$ cat src/rtl/ball_datapath_if.sv
// Ball control/status bundle between the control FSM (master) and the datapath (slave).
// Latency: wires only, no registers.
// Backpressure: none; move_tick is a strobe and sw is a one-cycle pulse. Score fields need BALL_SCORE_EN.
interface ball_datapath_if;
    logic       move_tick;
    logic [3:0] cw_ballMovement;
    logic [9:0] paddle_left_y;
    logic [9:0] paddle_right_y;
    logic [3:0] sw_ballMovement;
    logic [9:0] ball_x;
    logic [9:0] ball_y;
    logic       serving;
`ifdef BALL_SCORE_EN
    logic [3:0] score_left;
    logic [3:0] score_right;

    modport master (
        output move_tick, cw_ballMovement, paddle_left_y, paddle_right_y,
        input  sw_ballMovement, ball_x, ball_y, serving, score_left, score_right
    );
    modport slave (
        input  move_tick, cw_ballMovement, paddle_left_y, paddle_right_y,
        output sw_ballMovement, ball_x, ball_y, serving, score_left, score_right
    );
`else
    modport master (
        output move_tick, cw_ballMovement, paddle_left_y, paddle_right_y,
        input  sw_ballMovement, ball_x, ball_y, serving
    );
    modport slave (
        input  move_tick, cw_ballMovement, paddle_left_y, paddle_right_y,
        output sw_ballMovement, ball_x, ball_y, serving
    );
`endif
endinterface

$ cat src/rtl/ball_datapath.sv
// Ball position datapath: steps the ball on move_tick, reports paddle/border/miss events as set-word pulses.
// Latency: a step taken on clk N shows position and sw at N+1; sw returns to 0000 at N+2.
// Backpressure: none; cw is sampled every clk and serve (0101) overrides any step. Scores need BALL_SCORE_EN.
module ball_datapath #(
    parameter int H_ACTIVE       = 640,
    parameter int V_ACTIVE       = 480,
    parameter int BALL_SIZE      = 8,
    parameter int PADDLE_L_X     = 16,
    parameter int PADDLE_R_X     = 616,
    parameter int PADDLE_W       = 8,
    parameter int PADDLE_H       = 64,
    parameter int TICKS_PER_STEP = 1,
    parameter int SERVE_TICKS    = 60
) (
    input  logic           clk,
    input  logic           reset,
    ball_datapath_if.slave bus
);
    localparam logic [9:0]  CX       = 10'((H_ACTIVE - BALL_SIZE) / 2);
    localparam logic [9:0]  CY       = 10'((V_ACTIVE - BALL_SIZE) / 2);
    localparam logic [9:0]  X_MAX    = 10'(H_ACTIVE - BALL_SIZE);
    localparam logic [9:0]  Y_MAX    = 10'(V_ACTIVE - BALL_SIZE);
    localparam logic [9:0]  PL_HIT_X = 10'(PADDLE_L_X + PADDLE_W);
    localparam logic [10:0] PR_HIT_X = 11'(PADDLE_R_X);
    localparam logic [10:0] BS11     = 11'(BALL_SIZE);
    localparam logic [10:0] PH11     = 11'(PADDLE_H);
    localparam logic [3:0]  DIV_LAST = 4'(TICKS_PER_STEP - 1);
    localparam int          SC_W     = (SERVE_TICKS < 2) ? 1 : $clog2(SERVE_TICKS + 1);
    localparam logic [SC_W-1:0] SERVE_LOAD = SC_W'(SERVE_TICKS);

    localparam logic [3:0] CW_PXPY  = 4'b0001;
    localparam logic [3:0] CW_NXNY  = 4'b0010;
    localparam logic [3:0] CW_NXPY  = 4'b0011;
    localparam logic [3:0] CW_PXNY  = 4'b0100;
    localparam logic [3:0] CW_SERVE = 4'b0101;

    localparam logic [3:0] SW_NONE  = 4'b0000;
    localparam logic [3:0] SW_HIT_R = 4'b0001;
    localparam logic [3:0] SW_HIT_L = 4'b0010;
    localparam logic [3:0] SW_TOP   = 4'b0011;
    localparam logic [3:0] SW_BOT   = 4'b0100;
    localparam logic [3:0] SW_MISS  = 4'b0101;

    logic [9:0]      ball_x;
    logic [9:0]      ball_y;
    logic [3:0]      sw;
    logic            serving;
    logic [SC_W-1:0] serve_cnt;
    logic [3:0]      tick_div;

    logic            mv_px, mv_nx, mv_py, mv_ny;
    logic [9:0]      x_nxt, y_nxt;
    logic [10:0]     y_ext;
    logic            ovl_l, ovl_r;
    logic [3:0]      evt;
    logic            do_step;

    // Decode the commanded direction; undefined codes move nowhere and raise no events.
    always_comb begin
        mv_px = 1'b0;
        mv_nx = 1'b0;
        mv_py = 1'b0;
        mv_ny = 1'b0;
        case (bus.cw_ballMovement)
            CW_PXPY: begin mv_px = 1'b1; mv_py = 1'b1; end
            CW_NXNY: begin mv_nx = 1'b1; mv_ny = 1'b1; end
            CW_NXPY: begin mv_nx = 1'b1; mv_py = 1'b1; end
            CW_PXNY: begin mv_px = 1'b1; mv_ny = 1'b1; end
            default: ;
        endcase
    end

    // Candidate position one pixel along the direction, saturated at the screen edges.
    always_comb begin
        x_nxt = ball_x;
        y_nxt = ball_y;
        if (mv_px && ball_x < X_MAX)
            x_nxt = ball_x + 10'd1;
        else if (mv_nx && ball_x != 10'd0)
            x_nxt = ball_x - 10'd1;
        if (mv_py && ball_y < Y_MAX)
            y_nxt = ball_y + 10'd1;
        else if (mv_ny && ball_y != 10'd0)
            y_nxt = ball_y - 10'd1;
    end

    // Vertical overlap with each paddle, widened to 11 bits so top+height cannot wrap.
    assign y_ext = {1'b0, y_nxt};
    assign ovl_l = ((y_ext + BS11) > {1'b0, bus.paddle_left_y}) &&
                   (y_ext < ({1'b0, bus.paddle_left_y} + PH11));
    assign ovl_r = ((y_ext + BS11) > {1'b0, bus.paddle_right_y}) &&
                   (y_ext < ({1'b0, bus.paddle_right_y} + PH11));

    // Classify the post-step position; earlier branches win when several apply.
    always_comb begin
        evt = SW_NONE;
        if ((mv_nx && x_nxt == 10'd0) || (mv_px && x_nxt == X_MAX))
            evt = SW_MISS;
        else if (mv_nx && x_nxt == PL_HIT_X && ovl_l)
            evt = SW_HIT_L;
        else if (mv_px && ({1'b0, x_nxt} + BS11) == PR_HIT_X && ovl_r)
            evt = SW_HIT_R;
        else if (mv_ny && y_nxt == 10'd0)
            evt = SW_TOP;
        else if (mv_py && y_nxt == Y_MAX)
            evt = SW_BOT;
    end

    assign do_step = bus.move_tick && !serving && (tick_div == DIV_LAST) &&
                     (bus.cw_ballMovement != CW_SERVE);

    // Position, serve hold, tick divider and the one-cycle event pulse.
    always_ff @(posedge clk) begin
        if (reset) begin
            ball_x    <= CX;
            ball_y    <= CY;
            sw        <= SW_NONE;
            serving   <= 1'b1;
            serve_cnt <= SERVE_LOAD;
            tick_div  <= 4'd0;
        end else if (bus.cw_ballMovement == CW_SERVE) begin
            ball_x    <= CX;
            ball_y    <= CY;
            sw        <= SW_NONE;
            serving   <= 1'b1;
            serve_cnt <= SERVE_LOAD;
            tick_div  <= 4'd0;
        end else begin
            sw <= SW_NONE;
            if (bus.move_tick && serving) begin
                if (serve_cnt == '0 || serve_cnt == SC_W'(1)) begin
                    serve_cnt <= '0;
                    serving   <= 1'b0;
                end else begin
                    serve_cnt <= serve_cnt - SC_W'(1);
                end
            end
            if (do_step) begin
                tick_div <= 4'd0;
                ball_x   <= x_nxt;
                ball_y   <= y_nxt;
                sw       <= evt;
            end else if (bus.move_tick && !serving) begin
                tick_div <= tick_div + 4'd1;
            end
        end
    end

    assign bus.sw_ballMovement = sw;
    assign bus.ball_x          = ball_x;
    assign bus.ball_y          = ball_y;
    assign bus.serving         = serving;

`ifdef BALL_SCORE_EN
    logic [3:0] score_left;
    logic [3:0] score_right;

    // A miss at the left wall scores for the right player and vice versa; decimal wrap.
    always_ff @(posedge clk) begin
        if (reset) begin
            score_left  <= 4'd0;
            score_right <= 4'd0;
        end else if (do_step && evt == SW_MISS) begin
            if (x_nxt == 10'd0)
                score_right <= (score_right == 4'd9) ? 4'd0 : score_right + 4'd1;
            else
                score_left  <= (score_left == 4'd9) ? 4'd0 : score_left + 4'd1;
        end
    end

    assign bus.score_left  = score_left;
    assign bus.score_right = score_right;
`endif
endmodule

$ cat src/flat_wrapper.sv
// flat-port wrapper written by rule: the top's interface ports become plain ports
module ball_datapath_flat 
#(
    parameter int H_ACTIVE       = 640,
    parameter int V_ACTIVE       = 480,
    parameter int BALL_SIZE      = 8,
    parameter int PADDLE_L_X     = 16,
    parameter int PADDLE_R_X     = 616,
    parameter int PADDLE_W       = 8,
    parameter int PADDLE_H       = 64,
    parameter int TICKS_PER_STEP = 1,
    parameter int SERVE_TICKS    = 60
)
  (clk, reset, bus_move_tick, bus_cw_ballMovement, bus_paddle_left_y, bus_paddle_right_y, bus_sw_ballMovement, bus_ball_x, bus_ball_y, bus_serving);
  ball_datapath_if bus_i ();
  input  logic clk;
  input  logic reset;
  input wire logic [$bits(bus_i.move_tick)-1:0] bus_move_tick;
  input wire logic [$bits(bus_i.cw_ballMovement)-1:0] bus_cw_ballMovement;
  input wire logic [$bits(bus_i.paddle_left_y)-1:0] bus_paddle_left_y;
  input wire logic [$bits(bus_i.paddle_right_y)-1:0] bus_paddle_right_y;
  output wire logic [$bits(bus_i.sw_ballMovement)-1:0] bus_sw_ballMovement;
  output wire logic [$bits(bus_i.ball_x)-1:0] bus_ball_x;
  output wire logic [$bits(bus_i.ball_y)-1:0] bus_ball_y;
  output wire logic [$bits(bus_i.serving)-1:0] bus_serving;
  assign bus_i.move_tick = bus_move_tick;
  assign bus_i.cw_ballMovement = bus_cw_ballMovement;
  assign bus_i.paddle_left_y = bus_paddle_left_y;
  assign bus_i.paddle_right_y = bus_paddle_right_y;
  assign bus_sw_ballMovement = bus_i.sw_ballMovement;
  assign bus_ball_x = bus_i.ball_x;
  assign bus_ball_y = bus_i.ball_y;
  assign bus_serving = bus_i.serving;
  ball_datapath #(.H_ACTIVE(H_ACTIVE), .V_ACTIVE(V_ACTIVE), .BALL_SIZE(BALL_SIZE), .PADDLE_L_X(PADDLE_L_X), .PADDLE_R_X(PADDLE_R_X), .PADDLE_W(PADDLE_W), .PADDLE_H(PADDLE_H), .TICKS_PER_STEP(TICKS_PER_STEP), .SERVE_TICKS(SERVE_TICKS)) u_core (.clk(clk), .reset(reset), .bus(bus_i));
endmodule
$ cat config.mk
export PLATFORM = sky130hd
export DESIGN_NAME = ball_datapath_flat
export DESIGN_NICKNAME = d
export VERILOG_FILES = /design/src/rtl/ball_datapath_if.sv /design/src/rtl/ball_datapath.sv /design/src/flat_wrapper.sv
export SDC_FILE = /design/constraint.sdc
export NUM_CORES = 1
export LEC_CHECK = 0
export CORE_ASPECT_RATIO = 1.5
export CORE_MARGIN = 2
export CORE_UTILIZATION = 31
export CTS_BUF_LIST = sky130_fd_sc_hd__clkbuf_8
export DETAILED_ROUTE_END_ITERATION = 6
export DONT_BUFFER_PORTS = 1
export PLACE_DENSITY = 0.54
export RECOVER_POWER = 50
export SYNTH_ARGS = -nofsm -noshare
export SYNTH_HDL_FRONTEND = slang
export SYNTH_SLANG_ARGS = --single-unit
$ cat constraint.sdc
create_clock -name clk -period 5.66 [get_ports clk]
set_input_delay 0.849 -clock clk [delete_from_list [all_inputs] [get_ports clk]]
set_output_delay 0.849 -clock clk [all_outputs]
set_load 0.03 [all_outputs]
==> flow_summary.ini <==
[outcome]
status = complete, no violations

[synth]
async_flop_share = 0
synthDistinctLibCells = 71
synth_top_area_cell = dfxtp_1
netlist_top_cells_count = ha_1, nand2_1, inv_1, nor2_1, dfxtp_1
synth.most_common_cell = ha_1
syn_inst = 480
synth-main-ff-cell = dfxtp_1
ys_warn_count = 0
ys_seq_area_frac = 0.185
netlist.area_leader.share = 0.185
synth.avg_cell_area_um2 = 7.68
synth_area_leaders = dfxtp_1, ha_1, xnor2_1
ys_ff_latch = 34
synth_edf_count = 0
netlist_area_um2 = 3690
synthesis.nets = 554

[cts]
cts_resized = 0
cts-root-buf = clkbuf_8
cts_tree = yes
cts.clk_slew.worst_paths_ns = 0.07
holdBufCountCts = 0
clk_latency_ns = 0.30
cts.path.max_buffers = 2
cts_sinks = 34
cts_max_level = 2
cts_buffers = 5
post-cts-setup-buffers = 0

[placement]
dp_cells = 606
io_buffers = 0
place_ws_ns = 0.985
gp_congestion = 0.909
place_hpwl_um = 8290

[detailed_routing]
drc_errors = 0
drtIter0Drc = 151
drt_pass1_iterations = 6
vias_per_cell = 5.48
vias = 3359
wl_per_cell_um = 17.0
ant_nets = 0
totalWireLength_um = 10400

[pwr]
power_density_nw_per_um2 = 132
peakVddDrop_mv = 0.0999
p_leak_nw = 1.50

[setup_path]
cp.depth = 13
crit_type = reg -> reg
r2r_cells = 13
worstSetupStartpointType = flop
required_ns = 5.90
path_buf_inv = 0
rrSetupSlack_ns = 1.20
path_cells = or4b_1, nor4b_1, a31o_2, xor2_1, and2_1, nand2_1, xnor2_1, ha_1, a2111oi_0, a211oi_1, o2111ai_1, nor4b_1, o211a_1
crit_slowest_cell = or4b_1
critical-path-max-stage-delay_ns = 0.65
critical-path-top-delay-family = simple AND/OR/NAND/NOR gates
cp.arrival_ns = 4.70
end_kind = flop
path_max_fanout = 10
cp_common_cell = nor4b_1

[sta]
fin_hold_ws_ns = 0.510
fin_crit_sh = 0.788
timing.slew.headroom = 0.406
tightest_slew_ns = 0.889
hold_viol = 0
setup_viol = 0
period_needed_ns = 4.46
setup_ws_ns = 1.20
final-max-slew-violation-count = 0
finalSetupTns_ns = 0
fin_worst_skew_ns = 0.0104
rsz0062_at_grt = false
fmax_mhz = 224

[floorplanning]
die_h_um = 138
die-area_um2 = 12800
fp.coreArea_um2 = 11500
io_pins = 52
rows = 48
start_util = 0.320
die_w_um = 93.1

[finish]
syn_to_final_growth_pct = 4.11
antenna_cells = 0
fin_nets = 537
final_util = 0.333
final_cell_count_no_fill = 613
drive_gt1_frac = 0.0605

[global_routing]
antenna_found_initial = 0
overflow = 0
grt_max_degree = 24
grt_use_total = 0.168
grt_pass1_wl_um = 17000
grt_pass1_vias = 3450

[flow_run]
maxCapViolations = 0

[min_path]
min_path_cells = 2
min_path_type = reg -> reg
## layout make-up
type / instances / area [µm²]
fillers: 1261 / 7690
inverters: 41 / 154
repair buffers: 1 / 7.51
multi-input cells: 380 / 2730
clock buffers: 5 / 68.8
flip-flops and latches: 34 / 681
clock inverters: 2 / 7.51
well taps: 150 / 188
## registers in the layout, summed over array words and instances (netlist names)
register,flops
u_core.bus.ball_x,10
u_core.bus.ball_y,10
u_core.serve_cnt,6
u_core.tick_div,4
u_core.bus.sw_ballMovement,3
u_core.bus.serving,1
## path summary, 6_finish.rpt
check | endpoint | from
worst max-delay path | u_core.bus.sw_ballMovement[1] | u_core.bus.ball_y[9]
worst min-delay path | u_core.serve_cnt[1] | u_core.serve_cnt[1]
worst max register to register | u_core.bus.sw_ballMovement[1] | u_core.bus.ball_y[9]
worst min register to register | u_core.serve_cnt[1] | u_core.serve_cnt[1]
## kinds of logic (layout without fill, tap and decap cells)
logic type                 count (synthesis)  in the layout  synth area share
and+or+nand+nor                          190            190             0.287
AOI/OAI and AO/OA                        101            101             0.191
adders and majority gates                 47             47             0.159
DFF                                       34             34             0.185
muxes                                      3              3           0.00814
other                                      1              1           0.00102
xor gates and xnor gates                  38             38            0.0943
buffers and inverters                     66             49            0.0743
## worst min-delay path, delay by kind of cell, from the launching register on
family	cells	cell delay, ns
flops	1	0.32
compound gates	1	0.05
simple gates	1	0.10
## per-stage QoR
stage	area, µm²	power, mW
2_1_floorplan	3690	0.319
3_3_place_gp	3760	0.337
3_5_place_dp	3760	0.339
4_1_cts	3840	0.514
5_1_grt	3840	0.535
6_report	3840	0.506
## metal layers
metal | wire length, µm | vias up | track usage | share of wire
met5 | 0 | - | 0 | 0
met4 | 347 | 0 | 0.0719 | 0.033
met3 | 578 | 19 | 0.0367 | 0.056
met2 | 5390 | 85 | 0.311 | 0.52
met1 | 4080 | 1566 | 0.181 | 0.39
li1 | - | 1689 | - | -
## cells in the final DEF (no fill, tap or decap), types with 4 or more instances in the layout
master    synthesis  layout
or3_1             6       6
xnor2_1          24      24
a32oi_1           6       6
nor4_1            7       7
and2_1            5       4
a31oi_1           4       4
nand3_1          19      19
o21a_1            5       5
nor3_1           14      14
nor2_1           39      39
clkbuf_8          0       5
a211oi_1          4       4
dfxtp_1          34      34
o21ai_0          23      23
a21oi_1          21      21
a21o_1            5       5
ha_1             47      47
inv_1            39      41
nand4_1           9       9
xor2_1           12      12
o211ai_1          6       6
and3_1           12      12
nor4b_1           4       4
nand2_1          40      40
nand2b_1          6       6
## report_power, final
| part | internal (mW) | total (mW) | switching, mW | leakage [nW] |
|---|---|---|---|---|
| combinational | 0.0359 | 0.0880 | 0.0521 | 1.18 |
| clock | 0.0812 | 0.174 | 0.0923 | 0.0466 |
| sequential | 0.242 | 0.245 | 0.00266 | 0.275 |
Note: power is estimated with default switching activity, not from simulation.
